## src/rtl/rt_pkg.sv

```systemverilog
// Shared constants and helpers for the real-time tick generator and the
// 256 Hz timer register block.
package rt_pkg;

  localparam logic [23:0] RT_TIMER256_CTRL = 24'h2040;
  localparam logic [23:0] RT_TIMER256_CNT  = 24'h2041;

  localparam int unsigned EN_BIT  = 32'd0;
  localparam int unsigned CLR_BIT = 32'd1;

  localparam logic [6:0] PRE_MAX = 7'd127;

  typedef struct packed {
    logic irq_1hz;
    logic irq_2hz;
    logic irq_8hz;
    logic irq_32hz;
  } irq_t;

  // Rounded phase increment: round(rt_hz * 2^acc_w / sys_hz); acc_w must stay below 64.
  function automatic longint unsigned calc_inc(input longint unsigned sys_hz,
                                               input longint unsigned rt_hz,
                                               input int unsigned     acc_w);
    longint unsigned num;
    num = rt_hz << acc_w;
    return (num + (sys_hz >> 1)) / sys_hz;
  endfunction

endpackage

```

## src/rtl/rt_nco.sv

```systemverilog
// Fractional-rate clock enable: a free-running phase accumulator whose
// registered carry-out is a single-cycle enable at the average INC/2^ACC_W rate.
module rt_nco #(
  parameter int unsigned     ACC_W = 32'd32,
  parameter longint unsigned INC   = 64'd1
) (
  input  logic clk,
  input  logic reset,
  output logic rt_ce
);

  localparam logic [ACC_W-1:0] INC_W = INC[ACC_W-1:0];

  if ((INC == 64'd0) || (INC >= (64'd1 << ACC_W))) begin : g_inc_range
    $error("rt_nco: phase increment out of range for accumulator width");
  end

  logic [ACC_W-1:0] acc_r;
  logic [ACC_W:0]   sum_s;
  logic             ce_r;

  // Accumulator add with the carry kept as the extra top bit.
  always_comb begin
    sum_s = {1'b0, acc_r} + {1'b0, INC_W};
  end

  // Phase state and registered carry.
  always_ff @(posedge clk or posedge reset) begin
    if (reset) begin
      acc_r <= '0;
      ce_r  <= 1'b0;
    end else begin
      acc_r <= sum_s[ACC_W-1:0];
      ce_r  <= sum_s[ACC_W];
    end
  end

  assign rt_ce = ce_r;

endmodule

```

## src/rtl/rt_tick_gen.sv

```systemverilog
// Real-time enable generator plus the 256 Hz timer registers (ctrl/count)
// and their periodic interrupt request pulses.
module rt_tick_gen
  import rt_pkg::*;
#(
  parameter longint unsigned SYS_CLK_HZ = 64'd40_000_000,
  parameter longint unsigned RT_HZ      = 64'd32768,
  parameter int unsigned     ACC_W      = 32'd32
) (
  input  logic        clk,
  input  logic        reset,
  input  logic        clk_ce,
  input  logic        bus_write,
  input  logic [23:0] bus_address_in,
  input  logic [7:0]  bus_data_in,
  output logic [7:0]  bus_data_out,
  output logic        rt_ce,
  output logic        irq_32hz,
  output logic        irq_8hz,
  output logic        irq_2hz,
  output logic        irq_1hz
);

  localparam longint unsigned INC = calc_inc(SYS_CLK_HZ, RT_HZ, ACC_W);

  logic       rt_ce_s;
  logic       enabled_r;
  logic [6:0] pre_r;
  logic [7:0] cnt_r;
  logic       tick_d_r;
  irq_t       irq_r;

  logic       ctrl_wr_s;
  logic       clr_s;
  logic       en_eff_s;
  logic       tick256_s;

  rt_nco #(
    .ACC_W (ACC_W),
    .INC   (INC)
  ) u_nco (
    .clk   (clk),
    .reset (reset),
    .rt_ce (rt_ce_s)
  );

  // A control write's enable bit governs the prescaler on the very edge it lands,
  // so disabling in the same cycle as rt_ce stops the advance.
  always_comb begin
    ctrl_wr_s = clk_ce && bus_write && (bus_address_in == RT_TIMER256_CTRL);
    if (ctrl_wr_s) begin
      en_eff_s = bus_data_in[EN_BIT];
      clr_s    = bus_data_in[CLR_BIT];
    end else begin
      en_eff_s = enabled_r;
      clr_s    = 1'b0;
    end
    tick256_s = rt_ce_s && en_eff_s && (pre_r == PRE_MAX);
  end

  // Timer state; clear beats a coincident tick and suppresses its interrupts.
  always_ff @(posedge clk or posedge reset) begin
    if (reset) begin
      enabled_r <= 1'b0;
      pre_r     <= 7'd0;
      cnt_r     <= 8'd0;
      tick_d_r  <= 1'b0;
      irq_r     <= '0;
    end else begin
      if (ctrl_wr_s) begin
        enabled_r <= bus_data_in[EN_BIT];
      end
      if (clr_s) begin
        pre_r <= 7'd0;
        cnt_r <= 8'd0;
      end else if (rt_ce_s && en_eff_s) begin
        pre_r <= pre_r + 7'd1;
        if (tick256_s) begin
          cnt_r <= cnt_r + 8'd1;
        end
      end
      tick_d_r       <= tick256_s && !clr_s;
      irq_r.irq_32hz <= tick_d_r && (cnt_r[2:0] == 3'd0);
      irq_r.irq_8hz  <= tick_d_r && (cnt_r[4:0] == 5'd0);
      irq_r.irq_2hz  <= tick_d_r && (cnt_r[6:0] == 7'd0);
      irq_r.irq_1hz  <= tick_d_r && (cnt_r == 8'd0);
    end
  end

  // Register read mux.
  always_comb begin
    case (bus_address_in)
      RT_TIMER256_CTRL: bus_data_out = {7'd0, enabled_r};
      RT_TIMER256_CNT:  bus_data_out = cnt_r;
      default:          bus_data_out = 8'h00;
    endcase
  end

  assign rt_ce    = rt_ce_s;
  assign irq_32hz = irq_r.irq_32hz;
  assign irq_8hz  = irq_r.irq_8hz;
  assign irq_2hz  = irq_r.irq_2hz;
  assign irq_1hz  = irq_r.irq_1hz;

endmodule

```

## config.mk

```make
export PLATFORM = sky130hd
export DESIGN_NAME = rt_tick_gen
export DESIGN_NICKNAME = d
export VERILOG_FILES = /design/src/rtl/rt_pkg.sv /design/src/rtl/rt_nco.sv /design/src/rtl/rt_tick_gen.sv
export SDC_FILE = /design/constraint.sdc
export NUM_CORES = 1
export LEC_CHECK = 0
export BUFFER_PORTS_ARGS = -buffer_cell sky130_fd_sc_hd__buf_4
export CELL_PAD_IN_SITES_DETAIL_PLACEMENT = 1
export CELL_PAD_IN_SITES_GLOBAL_PLACEMENT = 1
export CORE_MARGIN = 1.5
export CORE_UTILIZATION = 39
export CTS_CLUSTER_DIAMETER = 80
export DETAILED_ROUTE_END_ITERATION = 7
export GPL_ROUTABILITY_DRIVEN = 0
export PLACE_DENSITY_LB_ADDON = 0.1
export SYNTH_ARGS = -nofsm -noshare
export SYNTH_HDL_FRONTEND = slang
export SYNTH_HIERARCHICAL = 1
export SYNTH_SLANG_ARGS = --single-unit
```

## constraint.sdc

```tcl
create_clock -name clk -period 1.9 [get_ports clk]
set_clock_uncertainty 0.05 [all_clocks]
set_input_delay 0.19 -clock clk [delete_from_list [all_inputs] [get_ports clk]]
set_output_delay 0.19 -clock clk [all_outputs]
set_load 0.005 [all_outputs]
```

# [After elaboration in Yosys (flattened, before gate mapping)]
# Index checks and enable logic that the tools add are counted.
[classes] reduce_logical=17 eq_ne=3 n_mux=8 addsub=3
[op_table] operator="24-bit by 14-bit == test with 1-bit output, second input constant" n=2
[op_table] operator="32-bit by 22-bit adder with 33-bit output, second input constant" n=1
[op_table] operator="8-bit 2-to-1 mux" n=3
[op_table] operator="8-bit case mux with 2 select lines" n=1
[op_table] operator="7-bit 2-to-1 mux" n=2
[op_table] operator="1-bit logical AND" n=9
[op_table] operator="8-bit by 1-bit adder with 8-bit output, second input constant" n=1
[op_table] operator="8-bit zero test" n=1
[op_table] operator="7-bit by 1-bit adder with 7-bit output, second input constant" n=1
[op_table] operator="7-bit == test, second input constant" n=1
[op_table] operator="7-bit zero test" n=1
[op_table] operator="5-bit zero test" n=1
[op_table] operator="2-bit nonzero test" n=2
[op_table] operator="3-bit zero test" n=1
[op_table] operator="1-bit 2-to-1 mux" n=2
[op_table] operator="2-bit AND reduction" n=1
[op_table] operator="1-bit zero test" n=1
[word_totals] out_inout_bits=13 wordCells=41 inputBits=36 reg_bits=54

# [Logic depth before layout (Yosys ltp)]
# Gate-level depths: netlist of run 1.
[logic_depth] ltp_word=8 ltp_mapped=7 mapped_depth_nobuf=7

# [By module]
# The synthesis of run 1 kept the hierarchy.
[by_module_without_submodules] mod="rt_nco" seq_area_each_um2=825.8 cells_each=162 area_per_inst_um2=1687.9 n_inst=1
[by_module_without_submodules] mod="rt_tick_gen" seq_area_each_um2=525.5 cells_each=125 area_per_inst_um2=1258.7 n_inst=1

# [Worst setup path before layout of run 1]
# OpenSTA, ideal clock, no wires.
[synth_timing] path_type="reg-to-reg" startpoint="register pre_r[0]" endpoint="register cnt_r[4]" slack_ps=21 setup_ps=78 arrival_time_ps=1752 path_stages_with_launch=8 period_less_slack_ps=1879 required_ps=1772 n_path_buf=0 cell_sequence="dfrtp_1 -> ha_1 -> and4_1 -> nand2_1 -> nor4_4 -> nor2_2 -> or3_1 -> a21oi_1"
[synth_via] elab_chain_cells=4
[synth_lines] item="start: declaration" line="rt_tick_gen.sv:28" rtl="logic [6:0] pre_r;"
[synth_lines] item="start signal: assignment" line="rt_tick_gen.sv:77" rtl="pre_r <= pre_r + 7'd1;"
[synth_lines] item="7-bit == test" line="rt_tick_gen.sv:58" rtl="tick256_s = rt_ce_s && en_eff_s && (pre_r == PRE_MAX);"
[synth_lines] item="1-bit logical AND" line="rt_tick_gen.sv:58"
[synth_lines] item="2-bit nonzero test (no source line)"
[synth_lines] item="2-bit AND reduction (no source line)"
[synth_lines] item="end signal: assignment" line="rt_tick_gen.sv:79" rtl="cnt_r <= cnt_r + 8'd1;"
[synth_lines] item="end: declaration" line="rt_tick_gen.sv:29" rtl="logic [7:0] cnt_r;"
# Every way passes these cells.
# A chain may end at the register's enable or synchronous reset.

# [Final worst setup path of run 1]
[layout_timing] startpoint="register u_nco.acc_r[21]" endpoint="register u_nco.acc_r[31]"
[layout_via] elab_chain_cells=1
[layout_lines] item="start: declaration" line="rt_nco.sv:18" rtl="logic [ACC_W-1:0] acc_r;"
[layout_lines] item="start signal: assignment" line="rt_nco.sv:33" rtl="acc_r <= sum_s[ACC_W-1:0];"
[layout_lines] item="32-bit by 22-bit adder with 33-bit output" line="rt_nco.sv:24" rtl="sum_s = {1'b0, acc_r} + {1'b0, INC_W};"
[layout_lines] item="via u_nco.sum_s[31]" line="rt_nco.sv:19" rtl="logic [ACC_W:0] sum_s;"
# The timed path passes the listed nets, and every way through them passes these cells.

==> results of run 1 <==
==> synth_stat cells, types with 2 or more instances <==
| cell | n | area share |
|---|---|---|
| a211o_1 | 2 | 0.0059 |
| a211oi_1 | 2 | 0.0051 |
| a21o_1 | 2 | 0.0051 |
| a21oi_1 | 15 | 0.025 |
| and2_1 | 6 | 0.013 |
| and3_1 | 10 | 0.021 |
| and4_1 | 2 | 0.0059 |
| buf_2 | 2 | 0.0034 |
| dfrtp_1 | 54 | 0.46 |
| ha_1 | 4 | 0.017 |
| inv_1 | 14 | 0.018 |
| mux2i_1 | 3 | 0.010 |
| nand2_1 | 28 | 0.036 |
| nand3_1 | 5 | 0.0085 |
| nand3b_1 | 2 | 0.0051 |
| nand3b_4 | 2 | 0.014 |
| nor2_1 | 24 | 0.031 |
| nor2b_1 | 2 | 0.0042 |
| nor3_1 | 10 | 0.017 |
| nor4_1 | 3 | 0.0064 |
| nor4_4 | 6 | 0.043 |
| o2111ai_1 | 2 | 0.0059 |
| o211ai_1 | 6 | 0.015 |
| o21a_1 | 2 | 0.0051 |
| o21ai_0 | 12 | 0.020 |
| or2_2 | 4 | 0.0085 |
| or3_1 | 3 | 0.0064 |
| xnor2_1 | 12 | 0.036 |
| xor2_1 | 22 | 0.065 |
==> cell families (layout without fill, tap and decap cells) <==
family          count (synthesis)  count (layout)  synth area share
simple gates                  120             120             0.262
flops                          54              54             0.459
compound gates                 53              53             0.125
xor+xnor                       34              34             0.101
buf+inv                        19             113            0.0255
fa+ha+maj                       4               4            0.0170
mux                             3               3            0.0102
==> sequential cells by signal (all words and copies together), names as in the netlist <==
signal and flops:
enabled_r 1, irq_8hz 1, irq_2hz 1, cnt_r 8, u_nco/acc_r 32, pre_r 7, tick_d_r 1, u_nco/rt_ce 1
irq_1hz 1, irq_32hz 1
==> metal layers <==
| metal | routed length (µm) | up-vias |
|---|---|---|
| li1 | - | 1194 |
| met1 | 2980 | 1181 |
| met2 | 3750 | 37 |
| met3 | 224 | 2 |
| met4 | 24 | 0 |
| met5 | 0 | - |
==> area by class of cell <==
cell class	instances	area (µm²)
Tap cell	99	124
Inverter	15	56.3
Clock inverter	1	7.51
Sequential cell	54	1350
Multi-Input combinational cell	214	1600
Timing Repair Buffer	91	698
Clock buffer	6	72.6
Fill cell	865	3390
==> final timing paths <==
path	from	endpoint	slack (ps)	depth (start not counted)
max	u_nco/acc_r[21]	u_nco/acc_r[31]	70	5
min	bus_data_in[1]	cnt_r[6]	340	5
max reg2reg	u_nco/acc_r[21]	u_nco/acc_r[31]	70	5
min reg2reg	u_nco/acc_r[30]	u_nco/acc_r[30]	420	1
max in group asynchronous	reset	u_nco/acc_r[14]	1000	4
min in group asynchronous	reset	pre_r[4]	430	4
==> worst max-delay path: stages (launching register included) <==
cell and delay, ps:
dfrtp_1 410, or2_4 280, or4_4 520, a2bb2oi_1 200, a21oi_2 150, xor2_1 150
==> layout by cell type, fill, tap and decap left out, types with 8 or more instances in the layout <==
cell type  synthesis  final
nor2_1            24     24
buf_4              0     89
and3_1            10     10
o21ai_0           12     11
xnor2_1           12     12
xor2_1            22     22
nand2_1           28     27
a21oi_1           15     12
inv_1             14     14
dfrtp_1           54     53
nor3_1            10      8
==> power breakdown <==
group | leakage, nW | switching, mW | total, mW | internal (mW)
logic | 1.13 | 0.0467 | 0.0971 | 0.0503
registers | 0.683 | 0.0000000258 | 1.15 | 1.15
clock network | 0.0373 | 0.359 | 0.613 | 0.254
total | 1.85 | 0.406 | 1.86 | 1.45
==> repair_timing <==
item                                    4_1_cts  5_1_grt
pin swaps                                     5        6
endpoints found under the hold margin        54        0
hold buffers                                  1        0
buffers inserted                              5        7
resized for setup                             1       18
endpoints found under the setup margin        7       29
==> stage by stage <==
stage	std cells	power, mW
detailed placement	460	1.27
floorplan	287	1.20
CTS	473	1.89
finish	480	1.86
global route	480	1.94
global placement	460	1.27
==> qor.yml, run 1 <==
via_count: 2414
synth_fp_nets: 327
synth_edf_count: 0
cts_buffers: 5
placed_area_mm2: 0.00365
crit_path_start_kind: "flip-flop"
criticalPathCategory: "flip-flop to flip-flop"
grt_max_degree: 34
setup_violations: 0
grt_util_all_layers: 0.184
ys_types: 55
avgViaCountPerCell: 5.03
fin_tns_setup_ps: 0
cts.path.max_buffers: 2
cts_max_level: 2
use_met3: 0.0381
dieWidth_um: 89.9
die_area_mm2: 0.00809
tightest_slew_ps: 418
io_buffers: 42
drtAntennaViolNets: 0
initialDrtViolationCount: 50
seq_area_frac_synth: 0.459
syn_area_per_cell_um2: 10.3
p_per_area_mw_per_mm2: 476
drc_errors: 0
synth_cells: 287
cts_root_buf: "clkbuf_8"
status: "complete, no violations"
ios: 49
place_ws_ps: -82.4
floorplan.rows: 31
final_core_util: 0.536
wire_per_inst_um: 14.5
ir_worst_vdd_mv: 0.265
clock_latency_ps: 300
drv_cap: 0
fmax_mhz: 546
cp.arrival_ps: 2010
antenna_found_initial: 0
cp.required_ps: 2080
grt.busiest_layer: "met2"
slew_headroom: 0.721
ys_ff_latch: 54
area_growth_pct: 32.6
antenna_cells: 0
finalWirelength_um: 6980
endpoint_kind: "flip-flop"
drive_gt1_frac: 0.357
core_mm2: 0.00729
cts_tree: "built"
grt_pass1_vias: 2664
clkSinkCount: 54
use_met2: 0.349
fin_crit_sh: 0.964
fin_nets: 421
grt_use_met1: 0.217
async_reset_ff_frac: 1.00
rsz0062_at_grt: "true"
synth_area_mm2: 0.00295
worst_slack_ps: 69.0
period_needed_ps: 1830
gr-total-overflow: 0
ys_warn_count: 6
die_h_um: 89.9
timing.final.max_slew_violations: 0
grt_pass1_wl_um: 12400
cts.clk_slew.worst_paths_ps: 100
finalInstanceArea_mm2: 0.00391
initial_core_util: 0.404
p_leak_nw: 1.85
ys.flop_type: "dfrtp_1"
finalHoldViolCount: 0
hold_class: "input pin to flip-flop"
drt_pre_antenna_iters: 4
crit_fanout: 3
holdWs_ps: 339
hpwl_um: 5100
Power figures use the tool's default switching activity.
==> run 2, diff against run 1 <==
Settings changed: GPL_TIMING_DRIVEN set to 0.
==> qor.yml, run 2 (synthesis gave the netlist of run 1 again) <==
status: "complete, but fails checks"
failed_checks: "hold timing, setup timing"
criticalPathCategory: "flip-flop to flip-flop"
layout_common_cells: "buf_4, dfrtp_1, nand2_1, xor2_1, nor2_1"
crit_path_start_kind: "flip-flop"
p_leak_nw: 1.77
drv_cap: 0
place_ws_ps: -669
fin_tns_setup_ps: -7.55
drc_errors: 0
antenna_cells: 0
die_h_um: 89.9
finalHoldViolCount: 33
cts_tree: "built"
grt_util_all_layers: 0.176
critPathMaxStageDelay_ps: 370
cts-hold-fix-buffers: 0
cts.clk_slew.worst_paths_ps: 100
pwr-share-seq: 0.575
p_sw_mw: 0.410
period_needed_ps: 1910
antenna_found_initial: 0
grt_max_degree: 34
die_area_mm2: 0.00809
switching_share: 0.205
drt_pre_antenna_iters: 7
ios: 49
slew_headroom: 0.448
hpwl_um: 4730
regMostFlops: "u_nco/acc_r"
p_per_area_mw_per_mm2: 524
cp_slowest_cell: "dfrtp_1"
cts_buffers: 5
largestRegisters: "u_nco/acc_r: 32 flops, cnt_r: 8 flops, pre_r: 7 flops"
cp.arrival_ps: 2090
via_count: 2368
fmax_mhz: 524
clkSinkCount: 54
nFillCells: 851
cts_root_buf: "clkbuf_8"
ir_worst_vdd_mv: 0.281
fin_nets: 395
rsz0062_at_grt: "true"
p_int_mw: 1.59
clock_latency_ps: 300
wire_per_inst_um: 15.0
worst_slack_ps: -7.55
grt_pass1_wl_um: 11900
tightest_slew_ps: 826
holdWs_ps: -55.4
fin_crit_sh: 1.00
regToRegSetupSlack_ps: -8
dieWidth_um: 89.9
area_growth_pct: 29.6
hold_class: "input pin to asynchronous set/reset pin"
crit_chain: "ha_2, and4_4, buf_4, o2111a_2, nor2_4, or3_4, a21oi_2"
crit_buf_inv: 1
rr_startpoint: "pre_r[1]"
reg2reg_depth: 7
initialDrtViolationCount: 54
crit_fanout: 7
cp.required_ps: 2090
grt_pass1_vias: 2526
core_mm2: 0.00729
timing.final.max_slew_violations: 0
finalPower_mw: 2.00
cts_max_level: 2
r2r_end: "cnt_r[4]"
io_buffers: 42
power_frac_comb: 0.046
setup_violations: 1
final_common_cell: "buf_4"
avgViaCountPerCell: 5.20
gr-total-overflow: 0
largest_register_ffs: 32
final_core_util: 0.524
drtAntennaViolNets: 0
finalWirelength_um: 6830
endpoint_kind: "flip-flop"
drive_gt1_frac: 0.346
p_clk_frac: 0.379
cts.path.max_buffers: 2
crit_family: "simple AND/OR/NAND/NOR gates"
initial_core_util: 0.404
floorplan.rows: 31
## run 2: changes by cell type in the layout (fill, tap and decap cells not counted), moves of 2 or more
cell and change:
dfrtp_2 +4, nor2_4 +3, nor3_1 -3, buf_6 +2
nor3_2 +2, clkbuf_2 +2, nor2_1 -2, buf_4 -29
o2111ai_4 +2, dfrtp_1 -4
## run 2: how the worst max path moves through the flow
| stage | start | end | slack [ps] | cells past startpoint |
|---|---|---|---|---|
| 2_1_floorplan | pre_r[0] | cnt_r[4] | 20 | 7 |
| 3_3_place_gp | bus_address_in[14] | pre_r[0] | -610 | 6 |
| 3_5_place_dp | bus_address_in[9] | pre_r[0] | -670 | 6 |
| 4_1_cts | pre_r[1] | cnt_r[4] | 5 | 7 |
| 5_1_grt | u_nco/acc_r[8] | u_nco/acc_r[16] | -80 | 6 |
| 6_report | pre_r[1] | cnt_r[4] | -8 | 7 |
## run 2: power groups by stage
stage / sequential [mW] / combinational (mW) / clock (mW)
floorplan: 1.17 / 0.0293 / 0
global placement: 1.17 / 0.0909 / 0
detailed placement: 1.17 / 0.0938 / 0
CTS: 1.15 / 0.0949 / 0.786
global route: 1.15 / 0.103 / 0.836
finish: 1.15 / 0.0924 / 0.758
## run 2: what timing repair did
item,4_1_cts,5_1_grt
hold endpoints to repair,0,0
endpoints found under the setup margin,27,27
gates resized for setup,15,27
pin swaps,7,16
buffers inserted,5,15
## run 2: cell type report
class / instances / area (µm²) / area share
buffer: 3 / 15.0 / 0.00393
clock buffer: 7 / 76.3 / 0.0200
clock inverter: 1 / 30.0 / 0.00787
inverter: 15 / 56.3 / 0.0147
multi-input combinational: 214 / 1690 / 0.441
sequential: 54 / 1360 / 0.356
tap: 99 / 124 / 0.0324
timing repair buffer: 62 / 473 / 0.124
## run 2: metal layers
metal  track usage  vias up  share of wire
met5             0        -              0
met4        0.0437        0         0.0067
met3        0.0313        4          0.032
met2         0.322       37           0.51
met1         0.215     1182           0.45
li1              -     1145              -
## run 2: metrics by stage
| step | cell area (µm²) | cells |
|---|---|---|
| 2_1_floorplan | 2950 | 287 |
| 3_3_place_gp | 3390 | 428 |
| 3_5_place_dp | 3390 | 428 |
| 4_1_cts | 3600 | 441 |
| 5_1_grt | 3820 | 455 |
| 6_report | 3820 | 455 |
==> run 3, diff against run 2 <==
Settings changed: REMOVE_ABC_BUFFERS set to 1.
==> qor.yml, run 3 (synthesis gave the netlist of run 1 again) <==
status: "complete, but fails checks"
failed_checks: "hold timing, setup timing"
slew_headroom: 0.451
finalPower_mw: 2.08
fmax_mhz: 506
initial_core_util: 0.404
setup_violations: 1
grt_pass1_wl_um: 12000
drtAntennaViolNets: 0
cp.required_ps: 2100
cts_buffers: 5
area_growth_pct: 33.8
cts_max_level: 2
crit_chain: "ha_2, and4_4, nand2_4, nor4_4, buf_4, nor2_4, or3_1, a21oi_2"
reg2reg_depth: 8
crit_fanout: 4
cts_tree: "built"
clock_latency_ps: 310
regToRegSetupSlack_ps: -80
p_leak_nw: 1.82
grt_util_all_layers: 0.179
cts-hold-fix-buffers: 0
drive_gt1_frac: 0.391
timing.final.max_slew_violations: 0
antenna_found_initial: 0
die_h_um: 89.9
largest_register_ffs: 32
final_common_cell: "buf_4"
worst_slack_ps: -78.0
drt_pre_antenna_iters: 4
die_area_mm2: 0.00809
layoutNonFillerInstCount: 465
criticalPathCategory: "flip-flop to flip-flop"
wire_per_inst_um: 15.4
layout_common_cells: "buf_4, dfrtp_1, nand2_1, xor2_1, nor2_1"
regMostFlops: "u_nco/acc_r"
initialDrtViolationCount: 81
cts.path.max_buffers: 2
rsz0062_at_grt: "true"
fin_crit_sh: 1.04
drc_errors: 0
hpwl_um: 4710
place_inst: 425
critPathMaxStageDelay_ps: 420
fin_nets: 405
place_ws_ps: -279
avgViaCountPerCell: 5.17
finalWirelength_um: 7160
dieWidth_um: 89.9
period_needed_ps: 1980
cp_slowest_cell: "dfrtp_1"
io_buffers: 42
endpoint_kind: "flip-flop"
floorplan.rows: 31
p_per_area_mw_per_mm2: 527
nFillCells: 875
cts.clk_slew.worst_paths_ps: 100
crit_path_start_kind: "flip-flop"
tightest_slew_ps: 822
grt_pass1_vias: 2440
cts_root_buf: "clkbuf_8"
largestRegisters: "u_nco/acc_r: 32 flops, cnt_r: 8 flops, pre_r: 7 flops"
cp.arrival_ps: 2180
finalHoldViolCount: 48
gr-total-overflow: 0
ios: 49
drv_cap: 0
via_count: 2405
core_mm2: 0.00729
clkSinkCount: 54
ir_worst_vdd_mv: 0.331
hold_class: "input pin to asynchronous set/reset pin"
grt_max_degree: 34
holdWs_ps: -52.9
antenna_cells: 0
## run 3: changes by cell type in the layout (fill, tap and decap cells not counted), moves of 2 or more
cell	before	now
dfrtp_2	5	7
clkbuf_1	2	0
nor2_4	3	1
buf_4	60	72
dfrtp_1	49	47
or2_4	1	3
clkbuf_2	2	0
nor2_2	0	2
## run 3: per-stage QoR
stage | instance area [µm²] | setup TNS, ps | util
2_1_floorplan | 2930 | -1210 | -
3_3_place_gp | 3370 | -17050 | 0.462
3_5_place_dp | 3380 | -2580 | 0.464
4_1_cts | 3640 | -25.6 | 0.499
5_1_grt | 3940 | -653 | 0.541
6_report | 3940 | -78.0 | 0.541
## run 3: routing by layer
| metal | track usage | part of all wire |
|---|---|---|
| met1 | 0.233 | 0.44 |
| met3 | 0.0372 | 0.040 |
| met5 | 0 | 0 |
| met2 | 0.308 | 0.51 |
| met4 | 0.0397 | 0.0064 |
## run 3: timing repair
item	in CTS	in global routing
endpoints found under the setup margin	14	32
gates resized for setup	11	35
pin swaps	7	14
setup buffers	11	21
## run 3: final timing paths
path	endpoint	startpoint
max in group asynchronous	pre_r[2]	reset
worst min-delay path	u_nco/acc_r[13]	reset
worst max-delay path	cnt_r[4]	pre_r[0]
worst min register to register	u_nco/acc_r[30]	u_nco/acc_r[30]
worst max register to register	cnt_r[4]	pre_r[0]
min in group clk	pre_r[3]	bus_data_in[1]
## run 3: critical path: cells and delay by family, from the launching register on
| kind | cells | cell delay (ps) |
|---|---|---|
| AO/OA/AOI/OAI | 1 | 120 |
| adder cells (fa/ha/maj) | 1 | 200 |
| buffers and inverters | 1 | 180 |
| flip-flops | 1 | 420 |
| AND/OR/NAND/NOR | 5 | 940 |
## run 3: layout make-up
class	count	area, µm²	share of cell area
Clock buffer	6	82.6	0.0209
Multi-Input combinational cell	214	1710	0.433
Clock inverter	2	38.8	0.00984
Timing Repair Buffer	75	574	0.146
Tap cell	99	124	0.0314
Sequential cell	54	1360	0.345
Inverter	15	56.3	0.0143
## run 3: where the power goes
| group | switching (mW) | total (mW) | internal, mW |
|---|---|---|---|
| Combinational | 0.0462 | 0.0913 | 0.0451 |
| Sequential | 0.0000000549 | 1.15 | 1.15 |
| Clock | 0.403 | 0.837 | 0.434 |
